`src/rtl/fetch_pkg.sv`:
```
// Shared definitions for the instruction fetch front-end: opcode, FSM states, default depth.
// Optional jump folding in fetch_unit is enabled by defining FETCH_JUMP_FOLD_EN.
package fetch_pkg;

    localparam logic [5:0] OP_J        = 6'h02;
    localparam int         FETCH_DEPTH = 4;

    typedef enum logic [1:0] {
        S_IDLE  = 2'd0,
        S_REQ   = 2'd1,
        S_DRAIN = 2'd2
    } fetch_state_t;

endpackage

```
`src/rtl/fetch_queue.sv`:
```
// Circular instruction queue, DEPTH entries of W bits, with synchronous flush.
// Head is read straight from storage, so a push becomes visible the following cycle.
module fetch_queue #(
    parameter int DEPTH = 4,
    parameter int W     = 64
) (
    input  logic         clk,
    input  logic         srst,
    input  logic         clear,
    input  logic         push,
    input  logic [W-1:0] push_data,
    input  logic         pop,
    output logic [W-1:0] head,
    output logic         valid,
    output logic         full
);

    localparam int PW = $clog2(DEPTH);
    localparam int CW = PW + 1;
    localparam logic [CW-1:0] DEPTH_C = CW'(DEPTH);

    logic [W-1:0]  mem [DEPTH];
    logic [PW-1:0] wr_ptr_reg;
    logic [PW-1:0] rd_ptr_reg;
    logic [CW-1:0] count_reg;
    logic          push_ok;
    logic          pop_ok;

    assign valid   = (count_reg != '0);
    assign full    = (count_reg == DEPTH_C);
    assign push_ok = push && !full;
    assign pop_ok  = pop && valid;
    assign head    = mem[rd_ptr_reg];

    always_ff @(posedge clk) begin
        if (push_ok) begin
            mem[wr_ptr_reg] <= push_data;
        end
    end

    // Pointers are exactly log2(DEPTH) bits wide, so they wrap on their own.
    always_ff @(posedge clk) begin
        if (srst || clear) begin
            wr_ptr_reg <= '0;
            rd_ptr_reg <= '0;
            count_reg  <= '0;
        end else begin
            if (push_ok) begin
                wr_ptr_reg <= wr_ptr_reg + 1'b1;
            end
            if (pop_ok) begin
                rd_ptr_reg <= rd_ptr_reg + 1'b1;
            end
            case ({push_ok, pop_ok})
                2'b10:   count_reg <= count_reg + 1'b1;
                2'b01:   count_reg <= count_reg - 1'b1;
                default: count_reg <= count_reg;
            endcase
        end
    end

endmodule

```
`src/rtl/fetch_unit.sv`:
```
// Instruction fetch front-end: holds/releases/redirects the PC, reads imem, queues instructions.
// Define FETCH_JUMP_FOLD_EN to resolve J instructions in fetch instead of sending them to decode.
module fetch_unit
    import fetch_pkg::*;
#(
    parameter int DEPTH = FETCH_DEPTH,
    parameter int AW    = 32,
    parameter int DW    = 32
) (
    input  logic          clk,
    input  logic          reset,
    input  logic [AW-1:0] pc_count,
    output logic [AW-1:0] jump,
    output logic [AW-1:0] branch,
    output logic          sel_j,
    output logic          sel_b,
    output logic          imem_req,
    output logic [AW-1:0] imem_addr,
    input  logic          imem_ack,
    input  logic [DW-1:0] imem_rdata,
    output logic          instr_valid,
    input  logic          instr_ready,
    output logic [DW-1:0] instr_data,
    output logic [AW-1:0] instr_pc,
    input  logic          br_taken,
    input  logic [AW-1:0] br_target
);

    localparam int QW = AW + DW;

    fetch_state_t  state_reg;
    logic [AW-1:0] req_addr_reg;
    logic          req_reg;
    logic          ack_ok;
    logic          fold_j;
    logic          q_push;
    logic          q_pop;
    logic          q_full;
    logic [QW-1:0] q_head;

    // An ack only counts when it answers a live request and no flush overrides it.
    assign ack_ok = (state_reg == S_REQ) && imem_ack && !br_taken;

`ifdef FETCH_JUMP_FOLD_EN
    logic [AW-1:0] jump_target;
    assign fold_j      = ack_ok && (imem_rdata[31:26] == OP_J);
    assign jump_target = {req_addr_reg[AW-1:26], imem_rdata[25:0]};
`else
    assign fold_j = 1'b0;
`endif

    assign q_push    = ack_ok && !fold_j;
    assign q_pop     = instr_valid && instr_ready;
    assign imem_req  = req_reg;
    assign imem_addr = req_addr_reg;
    assign instr_pc  = q_head[QW-1:DW];
    assign instr_data = q_head[DW-1:0];

    fetch_queue #(
        .DEPTH (DEPTH),
        .W     (QW)
    ) u_queue (
        .clk       (clk),
        .srst      (reset),
        .clear     (br_taken),
        .push      (q_push),
        .push_data ({req_addr_reg, imem_rdata}),
        .pop       (q_pop),
        .head      (q_head),
        .valid     (instr_valid),
        .full      (q_full)
    );

    // PC control: the PC advances only on an accepted ack; otherwise it is held or redirected.
    always_comb begin
        sel_j  = 1'b0;
        sel_b  = 1'b0;
        branch = '0;
        jump   = '0;
        if (reset) begin
            sel_b = 1'b0;
        end else if (br_taken) begin
            sel_b  = 1'b1;
            branch = br_target;
        end else if (ack_ok) begin
`ifdef FETCH_JUMP_FOLD_EN
            if (fold_j) begin
                sel_j = 1'b1;
                jump  = jump_target;
            end
`endif
        end else begin
            sel_b  = 1'b1;
            branch = pc_count;
        end
    end

    always_ff @(posedge clk) begin
        if (reset) begin
            state_reg    <= S_IDLE;
            req_addr_reg <= '0;
            req_reg      <= 1'b0;
        end else begin
            case (state_reg)
                S_IDLE: begin
                    if (!br_taken && !q_full) begin
                        req_addr_reg <= pc_count;
                        req_reg      <= 1'b1;
                        state_reg    <= S_REQ;
                    end
                end
                S_REQ: begin
                    if (imem_ack) begin
                        req_reg   <= 1'b0;
                        state_reg <= S_IDLE;
                    end else if (br_taken) begin
                        state_reg <= S_DRAIN;
                    end
                end
                S_DRAIN: begin
                    // Read is still outstanding; its data is discarded when it lands.
                    if (imem_ack) begin
                        req_reg   <= 1'b0;
                        state_reg <= S_IDLE;
                    end
                end
                default: begin
                    req_reg   <= 1'b0;
                    state_reg <= S_IDLE;
                end
            endcase
        end
    end

endmodule

```
`config.mk`:
```
export PLATFORM = sky130hd
export DESIGN_NAME = fetch_unit
export DESIGN_NICKNAME = d
export VERILOG_FILES = /design/src/rtl/fetch_pkg.sv /design/src/rtl/fetch_queue.sv /design/src/rtl/fetch_unit.sv
export SDC_FILE = /design/constraint.sdc
export NUM_CORES = 1
export LEC_CHECK = 0
export BUFFER_PORTS_ARGS = -buffer_cell sky130_fd_sc_hd__buf_2
export CAP_MARGIN = 20
export CORE_MARGIN = 4
export CORE_UTILIZATION = 49
export DETAILED_ROUTE_END_ITERATION = 8
export GPL_TIMING_DRIVEN = 0
export MAX_ROUTING_LAYER = met4
export PLACE_DENSITY_LB_ADDON = 0.05
export SETUP_SLACK_MARGIN = 0.15
export SKIP_LAST_GASP = 1
export SYNTH_ARGS = -nofsm -noshare
export SYNTH_HDL_FRONTEND = slang
export SYNTH_SLANG_ARGS = --single-unit
export TNS_END_PERCENT = 30
```
`constraint.sdc`:
```
create_clock -name clk -period 2.9 [get_ports clk]
set_input_delay 0.29 -clock clk [delete_from_list [all_inputs] [get_ports clk]]
set_output_delay 0.29 -clock clk [all_outputs]
set_load 0.05 [all_outputs]
```
==> qor.txt, run 1 <==
outcome - complete, no violations
final setup fails - 0
Tot Pwr - 9.700 mW
Syn. warnings - 0
starting density of the core - 0.4986
most area-hungry cell type in the Yosys netlist - edfxtp_1
Post-DP Area - 13490 µm²
critical path peak fanout - 10
overall routing resource usage - 0.2005
Routed Antenna Nets - 0
Min-Delay Endpoint - imem_addr[8]
first-pass GRT wire length - 39700 µm
Port Buffers - 230
Fmax achieved - 0.3755 GHz
critical path data arrival time - 2.37 ns
maximum vdd drop - 0.3958 mV
FFs w/ async S/R, synth - 0
Hold Crit Depth - 3
max-cap violation count - 0
Syn Area/Cell - 18.70 µm²
max FFs per register - 256
vias per std cell - 5.110
Worst-Margin Slew - 0.8151 ns
startpoint type of the worst setup path - flip-flop
PwrDens - 646.8 nW/µm²
initial antenna violation count - 1
static leakage - 5.553 nW
EDFF count, synth - 256
Relative slew margins - 0.4566
Fin Hold WS - 0.02164 ns
Syn Std Cell Area - 11700 µm²
Crit. End Element - primary output
hold_sp - pc_count[8]
Root Buffer - clkbuf_16
WL final - 25930 µm
synth unique cells - 36
top cells by area, synth - edfxtp_1 (66%), mux4_2 (12%), dfxtp_1 (7.5%)
I/O pin count - 265
Post-CTS Setup Bufs - 0
core footprint - 23470 µm²
Main synth FF type - edfxtp_1
initial drt markers - 342
RR Endpoint - u_queue.count_reg[2]
final RePlAce weighted congestion - 0.7557
Cells after Synth - 626
die height - 162.6 µm
fin crit share - 0.9182
NumNets Final - 1081
Area growth syn-to-layout - 28.13%
Hold Fails Final Rpt - 0
drt drc - 0
top cell type's share of synthesized area - 0.6568
vias in the first global route - 7279
hpwl dp - 17170 µm
die width - 162.6 µm
Final Critical Period - 2.663 ns
Avg WL per Cell - 19.72 µm
RSZ-0062 raised after global routing - yes
Worst Skew - 0.01192 ns
Crit Path Category - flip-flop to primary output
Hold Path Class - input port to flip-flop
Cell Count, Final, Fillers Out - 1315
Via Count - 6720
FF+latch count, synth - 300
max-slew violations - 0
largest net degree at the start of global routing - 43
Worst Path Required - 2.61 ns
Clock Sink Count - 300
layout cells sized above 1 - 0.4372
fin util - 0.6389
Pre-antenna DRT Iters - 5
Congestion Overflow GR - 0
most frequent cell after synthesis - edfxtp_1
post-route cell area - 15000 µm²
Max Buffers Root-to-Sink - 3
H-tree depth - 1
total CTS buffers - 30
CTS tree - built
reg2reg path depth - 11
synth cell count leaders - edfxtp_1 (256), mux4_2 (64), nand2_1 (57), dfxtp_1 (44), buf_4 (34)
FF+latch area - 8568 µm²
area of the multi-input gates - 2786 µm²
sequential share of the synthesized area - 0.7321
FILL cells - 1724
Rows - 56
placed instance count - 1211
worst skew pair latency - 0.54 ns
reg2reg setup slack - 0.44 ns
die area - 26420 µm²
Clock transition at path regs - 0.06 ns
worst r2r src - state_reg[1]
area by class of cell:
class / instances / area share
Sequential cell: 300 / 0.5714
Multi-Input combinational cell: 282 / 0.1858
Timing Repair Buffer: 281 / 0.1155
Clock buffer: 41 / 0.05624
Buffer: 67 / 0.03004
Tap cell: 319 / 0.02662
Clock inverter: 15 / 0.01202
Inverter: 9 / 0.002253
Antenna cell: 1 / 0.0001669
where the power goes:
group	leakage [nW]	internal, mW	switching, mW
clock network	0.495	2.38	1.53
registers	2.69	4.75	0.0567
logic	2.37	0.294	0.685
total	5.55	7.43	2.27
metal layers:
metal	vias to the layer above	global-route usage	wire length (µm)
li1	3080	-	-
met3	40	0.02835	1492
met1	3353	0.2582	10890
met5	-	-	0
met2	247	0.3462	13070
met4	0	0.04194	477
worst max-delay path, stage by stage (launching register included):
cell and delay (ns):
dfxtp_1 0.31, clkbuf_2 0.29, buf_1 0.58, mux4_2 0.43, buf_2 0.23
how the worst max path moves through the flow:
stage,from,endpoint,slack [ns],cells after the start
floorplan,state_reg[1],u_queue.mem[2][0],-0.13,5
global placement,state_reg[1],u_queue.mem[0][3],-1.47,5
detailed placement,state_reg[1],u_queue.mem[2][25],0.43,6
CTS,flip-flop,instr_pc[12],0.15,4
global route,flip-flop,instr_pc[9],0.07,4
finish,flip-flop,instr_pc[12],0.24,4
cell families after synthesis:
group,after synthesis,synth area share
other,1,0.0003204
adder cells (fa/ha/maj),9,0.01026
AO/OA/AOI/OAI,76,0.05142
multiplexers,65,0.1240
flip-flops,300,0.7321
XOR/XNOR,5,0.003742
AND/OR/NAND/NOR,94,0.03720
buffers and inverters,76,0.04094
cell usage in the layout (no fill, tap or decap), drive strengths merged, types with 3 or more instances in the layout:
cell / n
buf: 291
edfxtp: 256
nand2: 67
mux4: 64
clkbuf: 51
dlygate4sd3: 47
dfxtp: 44
a21oi: 37
conb: 33
a22o: 32
nor2: 12
inv: 9
ha: 8
clkinv: 8
and2: 4
bufinv: 4
or3: 3
xor2: 3
clkinvlp: 3
per-stage QoR:
step / setup TNS, ns / worst slack, ns
2_1_floorplan: -17.24 / -0.1347
3_3_place_gp: -212.24 / -1.470
3_5_place_dp: 0 / 0.4300
4_1_cts: 0 / 0.1466
5_1_grt: 0 / 0.06963
6_report: 0 / 0.2372
timing repair:
item / CTS / global route
endpoints found under the setup margin: 10 / 56
endpoints found under the hold margin: 143 / 0
resized for setup: 2 / 0
hold buffers: 47 / 0
Power figures use the tool's default switching activity.
==> inputs of run 2 (changes only) <==
CORE_UTILIZATION = 50   (was 49)
CTS_BUF_LIST = sky130_fd_sc_hd__clkbuf_4 sky130_fd_sc_hd__clkbuf_8   (was unset)
==> run 2 against run 1 <==
  * Utilization increased by 1.7 points
  * Non-clock buffer count increased by 6
  * Die area decreased by 1.9%
  * Clock skew increased by 0.0095 ns
  * Highest routed layer unchanged
  * Sequential power about the same
  * Setup slack improved by 0.030 ns
  * Combinational power increased by 0.8%
==> qor.txt, run 2 (synthesized netlist as in run 1, its figures left out) <==
I/O pin count - 265 (unchanged)
outcome - complete, no violations
fin crit share - 0.9079 (-0.01027)
Port Buffers - 230 (unchanged)
Worst-Margin Slew - 0.9201 ns (+0.1051 ns)
final worst setup slack - 0.2670 ns (+0.02978 ns)
Worst Skew - 0.02142 ns (+0.009500 ns)
overall routing resource usage - 0.2067 (+0.006232)
initial antenna violation count - 0 (-1)
first-pass GRT wire length - 40130 µm (+1.1%)
antenna diode count - 0 (-1)
Relative slew margins - 0.3866 (-0.07005)
static leakage - 5.612 nW (+1.1%)
Via Count - 6808 (+1.3%)
Congestion Overflow GR - 0 (unchanged)
WL final - 26290 µm (+1.4%)
Hold Path Class - input port to flip-flop
commonest non-fill, non-tap cell in the layout - edfxtp_1
max-cap violation count - 0 (unchanged)
Routed Antenna Nets - 0 (unchanged)
max-slew violations - 0 (unchanged)
PwrDens - 620.1 nW/µm² (-4.1%)
die width - 161.0 µm (-0.96%)
Root Buffer - clkbuf_8
Clock transition at path regs - 0.06 ns (about the same)
Fmax achieved - 0.3798 GHz (+1.1%)
core footprint - 22850 µm² (-2.7%)
Avg WL per Cell - 19.55 µm (-0.88%)
Fin Hold WS - 0.02684 ns (+0.005203 ns)
drt drc - 0 (unchanged)
starting density of the core - 0.5123 (+0.01365)
startpoint type of the worst setup path - flip-flop
final RePlAce weighted congestion - 0.7213 (-4.6%)
largest net degree at the start of global routing - 42 (-2.3%)
die area - 25920 µm² (-1.9%)
dpl ws - 0.4287 ns (-0.001245 ns)
Hold Fails Final Rpt - 0 (unchanged)
Crit Path Category - flip-flop to primary output
initial drt markers - 393 (+15%)
NumNets Final - 1104 (+2.1%)
Crit. End Element - primary output
total CTS buffers - 47 (+57%)
commonest cells after routing, fill and taps aside - edfxtp_1 (256), buf_2 (236), mux4_2 (64), nand2_1 (57), dlygate4sd3_1 (53)
Rows - 55 (-1.8%)
Pre-antenna DRT Iters - 4 (-1)
die height - 161.0 µm (-0.96%)
layout cells sized above 1 - 0.4593 (+0.02212)
setup TNS - 0 ns (unchanged)
Worst Path Required - 2.61 ns (about the same)
CTS tree - built
max FFs per register - 256 (unchanged)
vias per std cell - 5.062 (-0.95%)
hpwl dp - 16930 µm (-1.4%)
critical path peak fanout - 10 (unchanged)
worst skew pair latency - 0.54 ns (about the same)
critical path data arrival time - 2.34 ns (-0.03 ns)
H-tree depth - 2 (+1)
Tot Pwr - 9.297 mW (-4.1%)
final setup fails - 0 (unchanged)
maximum vdd drop - 0.3167 mV (-20%)
Area growth syn-to-layout - 28.11% (about the same)
Max Buffers Root-to-Sink - 3 (unchanged)
vias in the first global route - 7231 (-0.66%)
RSZ-0062 raised after global routing - no
fin util - 0.6562 (+0.01738)
Clock Sink Count - 300 (unchanged)
Final Critical Period - 2.633 ns (-0.02978 ns)
-- run 2: cell types whose count changed in the layout (fill, tap and decap cells not counted), moves of 6 or more --
cell	previous run	this run
clkbuf_8	3	52
clkbuf_16	31	0
clkbuf_4	0	26
clkbuf_1	16	9
dlygate4sd3_1	47	53
-- run 2: repair_timing --
action,4_1_cts,5_1_grt
setup endpoints to repair,30,40
hold buffers,53,0
pin swaps,0,0
resized for setup,5,8
hold endpoints to repair,149,0
setup buffers,0,0
-- run 2: final cells by class --
| type | instances | area, µm² |
|---|---|---|
| clock inverter | 9 | 45.04 |
| multi-input combinational | 282 | 2786 |
| timing repair buffer | 287 | 1792 |
| inverter | 9 | 33.78 |
| tap | 313 | 391.6 |
| fill | 1673 | 7854 |
| clock buffer | 78 | 910.9 |
| sequential | 300 | 8568 |
| buffer | 67 | 465.4 |
-- run 2: final timing paths --
kind,start,endpoint,slack (ns),cells past startpoint
max,flip-flop,instr_data[22],0.27,4
min,pc_count[3],imem_addr[3],0.03,3
max reg2reg,state_reg[1],u_queue.mem[3][44],0.43,6
min reg2reg,imem_addr[19],imem_addr[19],0.51,2
-- run 2: critical path: stages (launching register included) --
cell and delay, ns:
dfxtp_1 0.30, clkbuf_2 0.32, buf_1 0.54, mux4_2 0.42, buf_2 0.23
-- run 2: where the power goes --
group	total, mW	switching, mW	internal [mW]	leakage [nW]
clock	3.50	1.52	1.98	0.514
sequential	4.81	0.0550	4.75	2.69
combinational	0.987	0.688	0.300	2.41
total	9.30	2.27	7.03	5.61
-- run 2: layer usage --
metal / GRT usage / part of all wire
met2: 0.3371 / 0.50
met3: 0.03496 / 0.070
met4: 0.06359 / 0.021
met5: - / 0
met1: 0.2710 / 0.41
-- run 2: per-stage QoR --
step	instance area, µm²	cells
3_5_place_dp	13490	1205
4_1_cts	14980	1345
6_report	14990	1345
5_1_grt	14990	1345
2_1_floorplan	11830	658
3_3_place_gp	13370	1201
